--- config.mk ---
export PLATFORM = sky130hd
export DESIGN_NAME = gate_chk_settle_cnt
export DESIGN_NICKNAME = d
export VERILOG_FILES = /design/src/rtl/gate_chk_pkg.sv /design/src/rtl/gate_chk_settle_cnt.sv
export SDC_FILE = /design/constraint.sdc
export NUM_CORES = 1
export LEC_CHECK = 0
export ABC_AREA = 0
export CORE_AREA = 2 2 39 41
export DETAILED_ROUTE_END_ITERATION = 8
export DIE_AREA = 0 0 41 43
export PLACE_DENSITY = 0.43
export SLEW_MARGIN = 20
export SYNTH_ARGS = -nofsm -noshare
export SYNTH_HDL_FRONTEND = slang
export SYNTH_SLANG_ARGS = --single-unit
--- constraint.sdc ---
create_clock -name clk -period 2.5 [get_ports clk]
set_input_delay 0.375 -clock clk [delete_from_list [all_inputs] [get_ports clk]]
set_output_delay 0.375 -clock clk [all_outputs]
set_load 0.03 [all_outputs]
--- src/rtl/gate_chk_pkg.sv ---
`default_nettype none
// ============================================================================
// Module      : gate_chk_pkg
// Description : Shared definitions for the 2-input gate truth-table checker:
//               FSM state encoding, vector indices, common truth tables and
//               a helper that looks up the expected gate output.
// Ports       : none (package)
// Revision    : 1.0 - initial release
// ============================================================================
package gate_chk_pkg;

    // FSM state encoding (3 bits)
    localparam logic [2:0] c_st_idle     = 3'd0;
    localparam logic [2:0] c_st_drive    = 3'd1;
    localparam logic [2:0] c_st_settle_w = 3'd2;
    localparam logic [2:0] c_st_sample   = 3'd3;
    localparam logic [2:0] c_st_finish   = 3'd4;

    typedef enum logic [2:0] {
        ST_IDLE     = c_st_idle,
        ST_DRIVE    = c_st_drive,
        ST_SETTLE_W = c_st_settle_w,
        ST_SAMPLE   = c_st_sample,
        ST_FINISH   = c_st_finish
    } state_t;

    // Vector indices, encoded as {A,B}
    localparam logic [1:0] c_vec_00 = 2'b00;
    localparam logic [1:0] c_vec_01 = 2'b01;
    localparam logic [1:0] c_vec_10 = 2'b10;
    localparam logic [1:0] c_vec_11 = 2'b11;

    // Truth tables: bit index = {A,B}
    localparam logic [3:0] c_tt_nor  = 4'b0001;
    localparam logic [3:0] c_tt_and  = 4'b1000;
    localparam logic [3:0] c_tt_or   = 4'b1110;
    localparam logic [3:0] c_tt_xor  = 4'b0110;
    localparam logic [3:0] c_tt_nand = 4'b0111;

    // Width of the settle down-counter
    localparam int unsigned c_settle_w = 4;

    // Expected gate output for a given vector
    function automatic logic f_expected_bit(input logic [3:0] tt, input logic [1:0] vec);
        return tt[vec];
    endfunction

endpackage
`default_nettype wire

--- src/rtl/gate_chk_settle_cnt.sv ---
`default_nettype none
// ============================================================================
// Module      : gate_chk_settle_cnt
// Description : Loadable 4-bit down-counter with zero flag. Used to hold the
//               checker in its settle state for a programmable number of
//               cycles after a new vector is driven.
// Ports       : clk      in  1  clock, rising edge
//               rst_n    in  1  asynchronous active-low reset
//               load     in  1  load load_val (has priority over dec)
//               load_val in  4  value to load
//               dec      in  1  decrement (saturates at zero)
//               zero     out 1  counter value is zero
// Revision    : 1.0 - initial release
// ============================================================================
module gate_chk_settle_cnt
    import gate_chk_pkg::*;
(
    input  logic                  clk,
    input  logic                  rst_n,
    input  logic                  load,
    input  logic [c_settle_w-1:0] load_val,
    input  logic                  dec,
    output logic                  zero
);

    logic [c_settle_w-1:0] r_count;

    always_ff @(posedge clk or negedge rst_n) begin
        if (!rst_n) begin
            r_count <= '0;
        end else if (load) begin
            r_count <= load_val;
        end else if (dec && (r_count != '0)) begin
            r_count <= r_count - {{(c_settle_w-1){1'b0}}, 1'b1};
        end
    end

    assign zero = (r_count == '0);

endmodule
`default_nettype wire

---- Word level (Yosys, flattened, before mapping) ----
Cells that the tools add are included.
cells by class
  add/subtract/negate cells ............... 1
  mux-type cells .......................... 2
  reduce and logical (&&, ||, !) cells .... 4
operators with widths
  kind                   number
  $mux W4                2
  $logic_not A4 Y1       1
  $reduce_bool A4 Y1     1
  $sub A4 B1 Y4 const B  1
  $reduce_bool A2 Y1     1
  $logic_and A1 B1 Y1    1
storage, ports and cells
  flip-flop bits (word level) ............. 4
  input bits .............................. 8
  output and inout port bits .............. 1
  word-level logic and storage cells ...... 8

---- Logic depth before layout (Yosys ltp) ----
  depth after elaboration ................. 4
  gate-level depth with buffers ........... 5
  depth with buffers taken out ............ 5

---- Worst setup path before layout ----
OpenSTA, ideal clock, no wires.
  path type ............................... register to register
  from .................................... register r_count[0]
  to ...................................... register r_count[0]
  setup time .............................. 124 ps
  arrival time ............................ 1498 ps
  data required time ...................... 2376 ps
  setup slack ............................. 878 ps
  cell stages (with the launch flop) ...... 6
  path buffers ............................ 0
  clock period less this slack ............ 1622 ps
  path through ............................ dfrtp_1 -> inv_1 -> ha_1 -> nor3b_2 -> nor3_1 -> o31a_1
between the ends
  longest elaborated chain between the ends .. 3
  elaborated cells between the ends (all ways) .. 6
  classes of those cells .................. 1 x add/sub; 2 x mux; 3 x reduce/logical
ends and longest elaborated chain
  item                                                 RTL line                                              RTL
  from (decl)                                          gate_chk_settle_cnt.sv:26                             logic [c_settle_w-1:0] r_count;
  from (signal assigned)                               gate_chk_settle_cnt.sv:32                             r_count <= load_val;
  from (signal assigned)                               gate_chk_settle_cnt.sv:34                             r_count <= r_count - {{(c_settle_w-1){1'b0}}, 1'b1};
  $sub A4 B1 Y4 or $reduce_bool A4 Y1 (tied branches)  gate_chk_settle_cnt.sv:34, gate_chk_settle_cnt.sv:33
  $mux W4 or $logic_and A1 B1 Y1 (tied branches)       gate_chk_settle_cnt.sv:33                             end else if (dec && (r_count != '0)) begin
  $mux W4 or $reduce_bool A2 Y1 (tied branches)        n/a
Several ways; a longest one is shown, not always the timed one. The select of a mux whose other input is x is not followed.
A chain may end at the register's enable or synchronous reset.

---- Worst setup path after layout ----
  from .................................... register r_count[0]
  to ...................................... output port zero
between the ends
  longest elaborated chain between the ends .. 1
ends and longest elaborated chain
  item              RTL line                   RTL
  $logic_not A4 Y1  gate_chk_settle_cnt.sv:38  assign zero = (r_count == '0);
  to (decl)         gate_chk_settle_cnt.sv:23  output logic zero
Every way passes these cells.

==> results.py <==
metrics = {
    "sta": {
        "relSlewSlack": 0.796,
        "fmax_mhz": 437,
        "finalCriticalPeriod_ns": 2.29,
        "fin_tns_setup_ns": 0,
        "hold_viol_final": 0,
        "finClkSkew_ns": 0.00318,
        "worstMarginPinSlew_ns": 0.305,
        "setup_violations": 0,
        "fin_crit_sh": 0.916,
        "maxSlewViolCount": 0,
        "rsz0062_at_grt": "no",
        "setup_ws_ns": 0.211,
    },
    "finish": {
        "synthToLayoutAreaGrowth_pct": 41.2,
        "fill_cells": 151,
        "layout_commonest_cell": "clkdlybuf4s50_1",
        "layout_common_cells": "clkdlybuf4s50_1 (8), dfrtp_1 (4), inv_1 (3), nand2_1 (3), clkbuf_4 (3)",
        "antennaDiodeCount": 0,
        "final_nets": 48,
        "largest_reg_flops": 4,
        "instances_no_fill": 53,
        "largestRegisters": "r_count (4)",
        "drive_above_1_share": 0.162,
        "max_flop_register": "r_count",
    },
    "global_routing": {
        "grt_max_degree": 11,
        "grt_pass1_wl_um": 903,
        "track_usage": 0.0807,
        "antenna_found_initial": 0,
        "grt_overflow_total": 0,
        "grt_pass1_vias": 223,
    },
    "pwr": {
        "power.switching_uw": 55.0,
        "power.leakage_uw": 0.000159,
        "power_frac_comb": 0.245,
        "ir_drop_mv": 0.204,
        "internal-power_uw": 156,
        "pwr-share-seq": 0.390,
        "p_clk_frac": 0.365,
        "p_per_area_nw_per_um2": 552,
        "p_sw_frac": 0.261,
    },
    "synthesis": {
        "syn-instance-count": 27,
        "synthSimpleGateAreaFrac": 0.301,
        "synth_ff_type": "dfrtp_1",
        "synthAdderAreaFrac": 0.0463,
        "yosysWarnings": 0,
        "ys_seq_elements": 4,
        "synthesis.nets": 36,
        "synth.mux.area_fraction": 0,
        "async_flop_share": 1.00,
        "yosysSeqAreaShare": 0.370,
        "yosysUniqueCellTypes": 18,
        "syn_area_um2": 270,
        "synth-xor-area-share": 0,
        "synth_edf_count": 0,
        "synth_compound_area_frac": 0.199,
        "synth_top_family_by_area": "simple AND/OR/NAND/NOR gates",
        "syn_area_per_cell_um2": 10.0,
    },
    "route": {
        "drc_errors": 0,
        "wl_um": 529,
        "ant_nets": 0,
        "vias": 223,
        "firstDrtPassIters": 4,
        "drtIter0Drc": 3,
        "vias_per_cell": 4.21,
        "wl_per_cell_um": 9.98,
    },
    "clock_network": {
        "cts_buffer_depth": 2,
        "cts.sinks": 4,
        "cts.clk_slew.worst_paths_ns": 0.04,
        "holdBufCountCts": 0,
        "numCtsBuffers": 3,
        "htreeDepth": 1,
        "cts_tree": "done",
        "ctsResizeCount": 0,
        "cts_setup_buffers": 0,
        "cts_root_buf": "clkbuf_4",
        "clkLatencyLatePin_ns": 0.23,
    },
    "worst_setup_path": {
        "critPathMaxFanout": 5,
        "required_ns": 2.12,
        "cpMaxStageDelayCell": "clkdlybuf4s50_1",
        "cp-end-kind": "primary output",
        "arrival_ns": 1.91,
        "crit_type": "reg2out",
        "slowest_delay_ns": 0.73,
        "cp-start-kind": "register",
        "path_cells": "inv_1, ha_1, nor3b_2, clkdlybuf4s50_1",
    },
    "floorplan": {
        "rows": 14,
        "boundaryPins": 9,
        "die_y_um": 43,
        "die_area_um2": 1760,
        "initial_utilization": 0.195,
        "coreArea_um2": 1380,
        "die_w_um": 41,
    },
    "placement": {
        "place_inst": 50,
        "io_buffers": 8,
        "dp_slack_ns": 0.442,
        "dp_hpwl_um": 440,
        "gp_congestion": 0.664,
    },
    "run": {
        "maxCapViolCount": 0,
    },
    "worst_hold_path": {
        "hp-class": "in2async",
    },
    "status": {
        "status": "complete, no violations",
    },
}
[final timing paths]
kind / startpoint / to / slack, ns / depth (start not counted)
min in group clk: r_count[1] / r_count[1] / 0.63 / 2
worst max-delay path: r_count[0] / zero / 0.21 / 4
max in group asynchronous: rst_n / r_count[1] / 1.99 / 1
worst min register to register: r_count[1] / r_count[1] / 0.63 / 2
worst min-delay path: rst_n / r_count[3] / 0.34 / 1
worst max register to register: r_count[0] / r_count[1] / 1.03 / 5
[per-stage QoR]
step / power [uW] / cell area (um2) / utilization / hold WS (ns)
floorplan: 114 / 270 / - / 0.0794
global placement: 133 / 359 / 0.259 / 0.592
detailed placement: 136 / 359 / 0.259 / 0.590
CTS: 217 / 382 / 0.276 / 0.340
global route: 226 / 382 / 0.276 / 0.367
finish: 211 / 382 / 0.276 / 0.344
[routing by layer]
metal / vias up / GRT usage / wire [um]
li1: 119 / - / -
met5: - / 0 / 0
met3: 0 / 0.0157 / 32
met1: 97 / 0.101 / 243
met2: 7 / 0.106 / 254
met4: 0 / 0.0800 / 0
[cells by family after synthesis]
group                    count (synthesis)
AND/OR/NAND/NOR                         11
adder cells (fa/ha/maj)                  1
flip-flops                               4
buffers and inverters                    4
AO/OA/AOI/OAI                            7
[critical path: cells and delay by family (launching register included)]
kind | cells | cell delay, ns
flops | 1 | 0.40
buf+inv | 2 | 0.81
fa+ha+maj | 1 | 0.19
simple gates | 1 | 0.29
[area by class of cell]
| type | instances | area (um2) | share of cell area |
|---|---|---|---|
| tap | 16 | 20.0 | 0.0525 |
| clock buffer | 3 | 22.5 | 0.0590 |
| multi-input combinational | 19 | 148 | 0.387 |
| timing repair buffer | 8 | 80.1 | 0.210 |
| inverter | 3 | 11.3 | 0.0295 |
| sequential | 4 | 100 | 0.262 |
[synth_stat cells (2+ instances only)]
master | number | share of area
dfrtp_1 | 4 | 0.37
inv_1 | 3 | 0.042
nand2_1 | 3 | 0.042
nor3_1 | 2 | 0.037
o21ai_0 | 2 | 0.037
[power by group through the flow]
stage | logic [uW] | registers [uW] | clock network [uW]
floorplan | 33.1 | 80.8 | 0
global placement | 50.8 | 82.3 | 0
detailed placement | 52.6 | 83.0 | 0
CTS | 52.8 | 82.2 | 82.3
global route | 59.5 | 83.7 | 82.5
finish | 51.7 | 82.1 | 77.0
Power figures use the tool's default switching activity.
